`src/rtl/piso_pkg.sv`:
```
// Shared types and helpers for the piso_stream serialiser.
// Optional feature macro: PISO_PARITY_EN (appends an even-parity bit to each frame).
package piso_pkg;

    typedef enum logic [0:0] {
        IDLE,
        SHIFT
    } state_t;

    // Counter width for a modulus of n: never narrower than one bit
    function automatic int unsigned cnt_width(input int unsigned n);
        return (n <= 1) ? 1 : $clog2(n);
    endfunction

`ifdef PISO_PARITY_EN
    localparam bit PARITY_EN = 1'b1;
`else
    localparam bit PARITY_EN = 1'b0;
`endif

endpackage

```
`src/rtl/piso_bit_tick.sv`:
```
// Bit-period divider: pulses tick on the last cycle of every DIV-cycle bit period.
// Held at zero while run is low so each frame starts on a fresh period.
module piso_bit_tick
    import piso_pkg::*;
#(
    parameter int unsigned DIV = 1
) (
    input  logic clk,
    input  logic rst,
    input  logic run,
    output logic tick
);

    localparam int unsigned DW = cnt_width(DIV);
    localparam logic [DW-1:0] LAST = DW'(DIV - 1);

    logic [DW-1:0] cnt_q;

    // Count 0..DIV-1 while running, wrap on the last cycle, clear when idle
    always_ff @(posedge clk or negedge rst) begin
        if (!rst) begin
            cnt_q <= '0;
        end else if (!run || (cnt_q == LAST)) begin
            cnt_q <= '0;
        end else begin
            cnt_q <= cnt_q + 1'b1;
        end
    end

    assign tick = run & (cnt_q == LAST);

endmodule

```
`src/rtl/piso_stream.sv`:
```
// Parametrised parallel-in/serial-out shifter with valid/ready load and framed output.
// Optional feature macro: PISO_PARITY_EN (even-parity bit appended after the data bits).
module piso_stream
    import piso_pkg::*;
#(
    parameter int unsigned WIDTH     = 8,
    parameter bit          MSB_FIRST = 1'b1,
    parameter int unsigned DIV       = 1
) (
    input  logic             clk,
    input  logic             rst,
    input  logic             in_valid,
    output logic             in_ready,
    input  logic [WIDTH-1:0] parallel_in,
    output logic             s_out,
    output logic             s_valid,
    output logic             done
);

    localparam int unsigned    BW       = $clog2(WIDTH + 2);
    localparam int unsigned    FL       = WIDTH + (PARITY_EN ? 1 : 0);
    localparam logic [BW-1:0]  LAST_BIT = BW'(FL - 1);

    state_t           state_q;
    logic [WIDTH-1:0] sreg_q;
    logic [BW-1:0]    bit_cnt_q;
    logic             armed_q;

    logic             run;
    logic             tick;
    logic             last;
    logic             accept;
    logic             data_bit;
    logic             cur_bit;
    logic [WIDTH-1:0] sreg_shifted;

    assign run = (state_q == SHIFT);

    piso_bit_tick #(
        .DIV (DIV)
    ) u_bit_tick (
        .clk  (clk),
        .rst  (rst),
        .run  (run),
        .tick (tick)
    );

    // Outgoing data bit sits at the end selected by MSB_FIRST; shifts zero-fill
    assign data_bit     = MSB_FIRST ? sreg_q[WIDTH-1] : sreg_q[0];
    assign sreg_shifted = MSB_FIRST ? {sreg_q[WIDTH-2:0], 1'b0} : {1'b0, sreg_q[WIDTH-1:1]};

`ifdef PISO_PARITY_EN
    logic parity_q;

    // Parity of the captured word, replayed as the final frame bit
    always_ff @(posedge clk or negedge rst) begin
        if (!rst) begin
            parity_q <= 1'b0;
        end else if (accept) begin
            parity_q <= ^parallel_in;
        end
    end

    assign cur_bit = (bit_cnt_q == BW'(WIDTH)) ? parity_q : data_bit;
`else
    assign cur_bit = data_bit;
`endif

    // Last cycle of the last frame bit: frame ends here and a new word may be taken
    assign last     = run & tick & (bit_cnt_q == LAST_BIT);
    assign in_ready = armed_q & ((state_q == IDLE) | last);
    assign accept   = in_valid & in_ready;

    assign s_valid  = run;
    assign s_out    = run & cur_bit;
    assign done     = last;

    // Frame FSM: load on accept, shift on each bit tick, return to IDLE after the last bit
    always_ff @(posedge clk or negedge rst) begin
        if (!rst) begin
            state_q   <= IDLE;
            sreg_q    <= '0;
            bit_cnt_q <= '0;
            armed_q   <= 1'b0;
        end else begin
            // in_ready stays low until the first edge after reset release
            armed_q <= 1'b1;
            if (accept) begin
                state_q   <= SHIFT;
                sreg_q    <= parallel_in;
                bit_cnt_q <= '0;
            end else if (run && tick) begin
                sreg_q <= sreg_shifted;
                if (last) begin
                    state_q   <= IDLE;
                    bit_cnt_q <= '0;
                end else begin
                    bit_cnt_q <= bit_cnt_q + 1'b1;
                end
            end
        end
    end

endmodule

```
`config.mk`:
```
export PLATFORM = sky130hd
export DESIGN_NAME = piso_stream
export DESIGN_NICKNAME = d
export VERILOG_FILES = /design/src/rtl/piso_pkg.sv /design/src/rtl/piso_bit_tick.sv /design/src/rtl/piso_stream.sv
export SDC_FILE = /design/constraint.sdc
export NUM_CORES = 1
export LEC_CHECK = 0
export ABC_CLOCK_PERIOD_IN_PS = 2100
export CAP_MARGIN = 0
export CORE_AREA = 2 2 43 45
export CTS_CLUSTER_SIZE = 14
export DETAILED_ROUTE_END_ITERATION = 16
export DIE_AREA = 0 0 45 47
export HOLD_SLACK_MARGIN = 0.12
export PLACE_DENSITY_LB_ADDON = 0.08
export SLEW_MARGIN = 20
export SYNTH_ARGS = -nofsm -noshare
export SYNTH_HDL_FRONTEND = slang
export SYNTH_HIERARCHICAL = 1
export SYNTH_SLANG_ARGS = --single-unit
```
`constraint.sdc`:
```
create_clock -name clk -period 2.1 [get_ports clk]
set_clock_uncertainty 0.15 [all_clocks]
set_input_delay 0.42 -clock clk [delete_from_list [all_inputs] [get_ports clk]]
set_output_delay 0.42 -clock clk [all_outputs]
set_load 0.01 [all_outputs]
```
==> flow_metrics.env <==
export IMPL_status="completed"
export IMPL_r2r_start="u_bit_tick/cnt_q"
export IMPL_p_per_area_nw_per_um2=1043
export IMPL_synth_nets=76
export IMPL_pwr_share_comb_pct=43.9
export IMPL_setup_viol=0
export IMPL_cp_slowest_cell="dfrtp_1"
export IMPL_dieHeight_um=47
export IMPL_p_int_mw=0.7566
export IMPL_grt_pass1_vias=526
export IMPL_std_cell_rows=15
export IMPL_ios=15
export IMPL_report_final_slew_viol_count=0
export IMPL_root_buffer="clkbuf_4"
export IMPL_p_clk_share_pct=15.7
export IMPL_cts_buffers=3
export IMPL_ant_nets=0
export IMPL_drt_total_wl_mm=1.303
export IMPL_p_total_mw=1.095
export IMPL_gp_congestion=0.7583
export IMPL_stdcell_area_um2=1050
export IMPL_path_class="register to output port"
export IMPL_critical_path_arrival_ps=1440
export IMPL_grt_antenna_before_repair=0
export IMPL_finalCritPeriodShare_pct=95.58
export IMPL_hp_class="input pin to async pin"
export IMPL_ctsHoldBuffers=0
export IMPL_ys_warn_count=6
export IMPL_synth_cells=64
export IMPL_pwr_share_seq_pct=40.5
export IMPL_min_period_ps=2007
export IMPL_synth_top_cell_area_share_pct=49.34
export IMPL_swShare_pct=30.88
export IMPL_layout_nets=107
export IMPL_cts_htree_levels=1
export IMPL_path_clk_slew_ps=100
export IMPL_ys_seq_area_share_pct=49.34
export IMPL_insertion_delay_ps=290
export IMPL_vias_per_cell=5.054
export IMPL_crit_path_cell_trace="ha_2 > buf_4 > nand3b_1 > nor2_1 > dlygate4sd2_1"
export IMPL_synth_top_area_cell="dfrtp_1"
export IMPL_grt_use_total_pct=15.07
export IMPL_endpoint_kind="output port"
export IMPL_first_iter_violations=3
export IMPL_avgSynthCellArea_um2=11.89
export IMPL_wl_per_cell_um=11.74
export IMPL_n_antenna_cell=0
export IMPL_die_x_um=45
export IMPL_crit_buf_inv=2
export IMPL_maxCapViolCount=0
export IMPL_ys_top_cells_by_area="dfrtp_1 (49%), mux2_2 (21%), nand2_1 (4.4%)"
export IMPL_nFillCells=143
export IMPL_netlist_area_um2=760.7
export IMPL_dp_hpwl_um=933.4
export IMPL_register_area_um2=375.4
export IMPL_peakVddDrop_mv=0.5893
export IMPL_grt_pass1_wl_mm=2.235
export IMPL_cp_required_ps=1530
export IMPL_drt_pass1_iterations=4
export IMPL_multi_input_area_um2=376.6
export IMPL_io_buffers=14
export IMPL_yosysUniqueCellTypes=23
export IMPL_ys_seq_elements=15
export IMPL_p_leak_nw=0.5259
export IMPL_clock_sinks=15
export IMPL_dieArea_um2=2115
export IMPL_worstSetupStartpointType="register"
export IMPL_worstPathMaxFanout=3
export IMPL_fmax_mhz=498.2
export IMPL_grt_max_degree=16
export IMPL_grt_overflow=0
export IMPL_critical_path_startpoint="bit_cnt_q[0]"
export IMPL_vias=561
export IMPL_drive_gt1_share_pct=38.30
export IMPL_max_stage_delay_ps=390
export IMPL_final_common_cell="dfrtp_1"
export IMPL_power_switching_mw=0.3381
export IMPL_clockBufferDepth=2
export IMPL_area_delta_synth_final_pct=37.99
export IMPL_critPathTopFamily="buffers and inverters"
export IMPL_core_region_area_um2=1652
export IMPL_drc_errors=0
export IMPL_cts_tree="done"
export IMPL_place_area_um2=982.2
export IMPL_most_common_layout_cells="dfrtp_1 (15), mux2_2 (14), buf_4 (12)"
export IMPL_hold_violations=0
export IMPL_timing_hold_ws_ps=280.0
export IMPL_initial_core_util_pct=46.06
-- cell type report --
class / instances / area share (%)
clock buffer: 3 / 2.145
clock inverter: 1 / 0.7151
inverter: 1 / 0.3576
multi-input combinational: 47 / 35.88
sequential: 15 / 35.76
tap: 17 / 2.026
timing repair buffer: 27 / 23.12
-- metrics by stage --
step	cells	util [%]	TNS (ps)	worst slack, ps
detailed placement	103	59.47	0	40.27
floorplan	64	-	0	386.1
global placement	103	59.47	0	63.63
global route	111	63.56	-6.045	-4.444
CTS	109	62.05	0	4.977
finish	111	63.56	0	92.77
-- synthesized netlist by cell type --
cell type and number:
dfrtp_1 15, mux2_2 14, nand2_1 9, a21oi_1 3, mux2i_1 3, and2_1 2, conb_1 2, a21oi_4 1
a31oi_1 1, and2b_1 1, buf_4 1, ha_1 1, inv_1 1, nand2_2 1, nand3_1 1, nand3b_1 1
nand4_1 1, nand4b_1 1, nor2_1 1, nor2b_1 1, nor2b_4 1, or3b_2 1, xor2_1 1
-- flip-flops by register name, summed over array words and instances (netlist names) --
| register | flops |
|---|---|
| s_valid | 1 |
| sreg_q | 8 |
| u_bit_tick/cnt_q | 1 |
| bit_cnt_q | 4 |
| armed_q | 1 |
-- cell families after synthesis --
group,synth area share [%]
AO/OA/AOI/OAI,4.935
flip-flops,49.34
adder cells (fa/ha/maj),1.644
AND/OR/NAND/NOR,15.79
buffers and inverters,1.480
other,0.9872
multiplexers,24.67
XOR/XNOR,1.152
-- power by group through the flow --
stage | combinational [mW] | clock (mW) | sequential, mW
finish | 0.480 | 0.172 | 0.443
global placement | 0.448 | 0 | 0.448
CTS | 0.477 | 0.182 | 0.442
global route | 0.536 | 0.192 | 0.453
detailed placement | 0.461 | 0 | 0.450
floorplan | 0.288 | 0 | 0.449
-- metal layers --
metal	routed length (µm)	part of all wire [%]	global-route usage, %	vias up
li1	-	-	-	279
met1	570	44	16.91	271
met2	682	52	26.00	11
met3	49	3.8	6.154	0
met4	0	0	5.294	0
met5	0	0	0	-
-- path summary, 6_finish.rpt --
path	endpoint	cells past startpoint	slack, ps
setup reg to reg	sreg_q[7]	6	230
hold reg to reg	sreg_q[0]	2	380
setup / recovery	done	5	90
max in group asynchronous	bit_cnt_q[2]	2	1340
hold / removal	sreg_q[5]	2	280
min in group clk	sreg_q[0]	2	380
-- repair_timing --
item                       4_1_cts  5_1_grt
resized for setup                2        4
setup endpoints to repair        2        3
buffers inserted                 2        2
pin swaps                        2        0
(Power assumes the default switching activity.)
==> edit 1, RTL diff (same flow settings) <==
The parameter `WIDTH` goes from 8 to 4.
--- a/src/rtl/piso_stream.sv
+++ b/src/rtl/piso_stream.sv
@@ -5,3 +5,3 @@
 #(
-    parameter int unsigned WIDTH     = 8,
+    parameter int unsigned WIDTH     = 4,
     parameter bit          MSB_FIRST = 1'b1,
Interface: changed (resized parallel_in); port bits go from 15 to 11. The function was not compared with the original's and may differ.
==> edit 1 against the original RTL <==
Cell count decreased by 32%; power down 32%; cell area decreased by 38%; synthesized area fell by 38%; die area did not move; sequential share of layout area increased by 2.8 points; worst setup slack improved by 0.023 ns; hold slack better by 0.053 ns; sequential cell count shrank 5; sequential power shrank 38%; wire length decreased by 37%.
==> edit 1: results (changes against the original RTL) <==
| Metric | Value |
|---|---|
| Run status | `finished, final reports clean` |
| Layout cell share with drive strength beyond 1 | `22.41% (-16 points)` |
| Starting DRT DRC Count | `1 (-2)` |
| Met1 Use GR | `12.09% (-4.8 points)` |
| Distinct cells, synth | `19 (-17%)` |
| First-pass GRT wire length | `1428 µm (-36%)` |
| Fin nets | `67 (-37%)` |
| Top flop regs | `sreg_q (4), bit_cnt_q (3)` |
| WL/cell | `10.96 µm (-6.6%)` |
| R2R setup slack | `0.45 ns (+0.22 ns)` |
| Synth area leaders | `dfrtp_1 (53%), mux2_1 (7.2%), mux2_2 (7.2%)` |
| Post-synthesis cell count | `42 (-34%)` |
| DP HPWL | `692.7 µm (-26%)` |
| Reg2Reg Depth | `4 (-2)` |
| Static leakage | `0.3096 nW (-41%)` |
| Synth top area share | `53.19% (+3.8 points)` |
| Arrival time worst endpoint | `1.41 ns (-0.03 ns)` |
| Non-filler cells, final | `75 (-32%)` |
| Worst Path Max Fanout | `7 (+4)` |
| Post-Place Cells | `71 (-31%)` |
| Grt met2 use | `16.00% (-10 points)` |
| GR Util met3 | `2.308% (-3.8 points)` |
| Clock slew at reported path FFs | `0.06 ns (-0.04 ns)` |
| P_int | `0.0005160 W (-32%)` |
| Seq/Total Area, Yosys | `53.19% (+3.8 points)` |
| First-pass iteration count of the detailed router | `2 (-2)` |
| IO buf count | `10 (-4)` |
| Fillcell total | `173 (+21%)` |
| Reg-to-reg endpoint | `sreg_q[1]` |
| Clock latency on the worst-skew pair | `0.25 ns (-0.04 ns)` |
| Post-CTS Setup Inserts | `0 (-2)` |
| Syn_nets | `50 (-34%)` |
| RePlAce Congestion | `0.7468 (-1.5%)` |
| Vias in the first global route | `328 (-38%)` |
edit 1: changes by cell type in the layout (fill, tap and decap cells not counted), sizes merged, moves of 2 or more:
cell           unedited run  this run
dfrtp                    15        10
mux2                     14         6
nand2                    10         8
buf                      13         2
clkdlybuf4s50            11         8
mux2i                     3         1
edit 1: cells by family (layout without fill, tap and decap cells):
logic type,Yosys count,after routing,share of synthesized area (%)
adders and majority gates,1,1,2.659
muxes,7,7,16.49
and+or+nand+nor,18,18,21.28
AOI/OAI and AO/OA,3,3,3.990
buffers and inverters,1,17,0.7971
DFF,10,10,53.19
other,2,2,1.596
edit 1: worst max-delay path by stage:
stage,start,to,slack [ns],depth (start not counted)
global route,bit_cnt_q[1],in_ready,0.03,5
CTS,bit_cnt_q[0],in_ready,0.01,5
global placement,bit_cnt_q[0],in_ready,0.12,5
floorplan,s_valid,sreg_q[1],0.36,4
finish,s_valid,s_out,0.12,3
detailed placement,bit_cnt_q[0],in_ready,0.10,5
edit 1: power by group through the flow:
| stage | clock [W] | combinational (W) | sequential, W |
|---|---|---|---|
| floorplan | 0 | 0.000174 | 0.000289 |
| global placement | 0 | 0.000293 | 0.000279 |
| detailed placement | 0 | 0.000302 | 0.000281 |
| CTS | 0.000173 | 0.000303 | 0.000277 |
| global route | 0.000183 | 0.000339 | 0.000287 |
| finish | 0.000166 | 0.000299 | 0.000276 |
edit 1: timing repair:
action,CTS,global route
pin swaps,0,1
gates resized for setup,3,2
endpoints found under the setup margin,2,1
hold buffers,0,0
edit 1: metrics by stage:
| stage | hold slack, ns | total power, W | worst slack, ns | area (µm²) | utilization (%) |
|---|---|---|---|---|---|
| 6_report | 0.3326 | 0.0007412 | 0.1162 | 649.4 | 39.32 |
| 5_1_grt | 0.3534 | 0.0008091 | 0.03179 | 649.4 | 39.32 |
| 4_1_cts | 0.3443 | 0.0007528 | 0.01038 | 645.6 | 39.09 |
| 3_5_place_dp | 0.3542 | 0.0005823 | 0.1026 | 606.8 | 36.74 |
| 3_3_place_gp | 0.3516 | 0.0005711 | 0.1162 | 606.8 | 36.74 |
| 2_1_floorplan | -0.02559 | 0.0004635 | 0.3568 | 470.5 | - |
edit 1: metal layers:
metal	vias to the layer above	routed length, µm
met3	2	24
met4	0	6
met2	7	439
met5	-	0
met1	159	352
li1	171	-
edit 1: cell type report:
class | count | share of cell area, %
Clock buffer | 4 | 5.588
Inverter | 1 | 0.5780
Multi-Input combinational cell | 31 | 34.49
Sequential cell | 10 | 38.54
Tap cell | 17 | 3.276
Timing Repair Buffer | 12 | 17.53
edit 1: worst max-delay path, stage by stage (launching register included):
cell and delay [ns]:
dfrtp_1 0.34, buf_4 0.16, and2_1 0.13, clkdlybuf4s50_1 0.53
==> edit 2, RTL diff (same flow settings) <==
Without the edit above. Add a define of `PISO_PARITY_EN`.
--- a/src/rtl/piso_pkg.sv
+++ b/src/rtl/piso_pkg.sv
@@ -2,2 +2,4 @@
 // Optional feature macro: PISO_PARITY_EN (appends an even-parity bit to each frame).
+`define PISO_PARITY_EN
+
 package piso_pkg;
Behaviour: not the same (a bounded check fails within 10 cycles, from zero or initial values and one cycle with rst low).
==> edit 2 against the original RTL <==
Sequential share of layout area down 0.32 points; cell count is 15% higher; wire length increased by 19%; global-route usage increased by 2.4 points; hold slack is essentially flat; cell area up 7.6%; sequential cell count grew 1; power is 18% higher; via count rose by 20%; clock power up 21%; worst setup slack got worse by 0.052 ns; synthesized area is 17% higher; critical path type unchanged; largest power group unchanged.
==> edit 2: results (changes against the original RTL) <==
| Metric | Value |
|---|---|
| Run status | `finished, final reports clean` |
| Pre-CTS setup slack | `-0.05038 ns (-0.09066 ns)` |
| Syn Area/Cell | `10.20 µm² (-14%)` |
| Cell area power density | `1141 nW/µm² (+9.4%)` |
| Via/cell ratio | `5.242 (+3.7%)` |
| Global Route Usage Sum | `17.46% (+2.4 points)` |
| Distinct cells, synth | `28 (+22%)` |
| Fillcell total | `138 (-3.5%)` |
| WL met3 | `40 µm (-18%)` |
| Top sig layer | `met4` |
| Seq/Total Area, Yosys | `45.13% (-4.2 points)` |
| RePlAce Congestion | `0.7679 (+1.3%)` |
| Static leakage | `0.5381 nW (+2.3%)` |
| Clock slew at reported path FFs | `about 0.09 ns` |
| Met1 Use GR | `22.06% (+5.2 points)` |
| Vias in the first global route | `597 (+13%)` |
| First-pass iteration count of the detailed router | `3 (-1)` |
| Max VDD drop | `0.0005913 V (+0.35%)` |
| Final setup margin | `0.04031 ns (-0.05246 ns)` |
| Fin Hold WS | `0.2802 ns (+0.0001280 ns)` |
| WL final | `1554 µm (+19%)` |
| Layout cell share with drive strength beyond 1 | `24.32% (-14 points)` |
| Metal-1 WL | `700 µm (+23%)` |
| WL/cell | `12.14 µm (+3.4%)` |
| Grt met2 use | `28.57% (+2.6 points)` |
| Placement Cell Area | `1077 µm² (+9.7%)` |
| First-pass GRT wire length | `2615 µm (+17%)` |
| GR Util met3 | `2.308% (-3.8 points)` |
| Met2 WL post-DR | `771 µm (+13%)` |
| Synth top cells by count | `nand2_1 (17), dfrtp_1 (16), o21ai_0 (10)` |
| DP HPWL | `1125 µm (+21%)` |
| Arrival time worst endpoint | `1.49 ns (+0.05 ns)` |
| Ys async rst share | `100.0% (unchanged)` |
| Clock latency on the worst-skew pair | `0.29 ns (about the same)` |
| Syn_nets | `100 (+32%)` |
| Largest net degree at the start of global routing | `20 (+4)` |
| Post-Place Cells | `122 (+18%)` |
| R2R setup slack | `0.45 ns (+0.22 ns)` |
| Synth area leaders | `dfrtp_1 (45%), mux2i_1 (10%), nand2_1 (7.2%)` |
edit 2: cell count changes after synthesis, sizes merged, moves of 2 or more:
cell	before	now
mux2	14	0
o21ai	0	10
nand2	10	17
xnor2	0	7
mux2i	3	9
and3	0	2
buf	1	3
edit 2: worst max-delay path, cell delays in order (launching register included):
cell and delay (ns):
dfrtp_1 0.40, inv_2 0.08, ha_4 0.13, and3b_2 0.22, mux2i_1 0.19, nor2b_1 0.06
buf_2 0.13
edit 2: kinds of logic after synthesis:
group | count (synthesis) | share of synthesized area, %
AO/OA/AOI/OAI | 17 | 11.85
XOR/XNOR | 7 | 6.911
adder cells (fa/ha/maj) | 2 | 2.820
buffers and inverters | 6 | 4.373
flip-flops | 16 | 45.13
multiplexers | 9 | 10.16
other | 2 | 0.8466
AND/OR/NAND/NOR | 28 | 17.91
edit 2: final timing paths:
kind / start / endpoint / cells after the start
setup / recovery: bit_cnt_q[1] / s_out / 6
hold / removal: rst / sreg_q[0] / 2
setup reg to reg: bit_cnt_q[1] / sreg_q[6] / 6
hold reg to reg: sreg_q[0] / sreg_q[0] / 2
max in group asynchronous: rst / bit_cnt_q[3] / 2
min in group clk: sreg_q[0] / sreg_q[0] / 2
edit 2: power breakdown:
group | internal, W | switching, W
clock network | 0.000106 | 0.000102
registers | 0.000422 | 0.0000726
logic | 0.000317 | 0.000269
total | 0.000845 | 0.000444
edit 2: timing repair:
action                     CTS  global route
gates resized for setup     15             3
buffers inserted             0             2
setup endpoints to repair    3             2
pin swaps                    1             0
edit 2: final cells by class:
cell class,count,area share (%)
clock buffers,4,3.212
multi-input cells,65,41.09
well taps,17,1.883
flip-flops and latches,16,35.44
repair buffers,24,17.72
inverters,2,0.6645
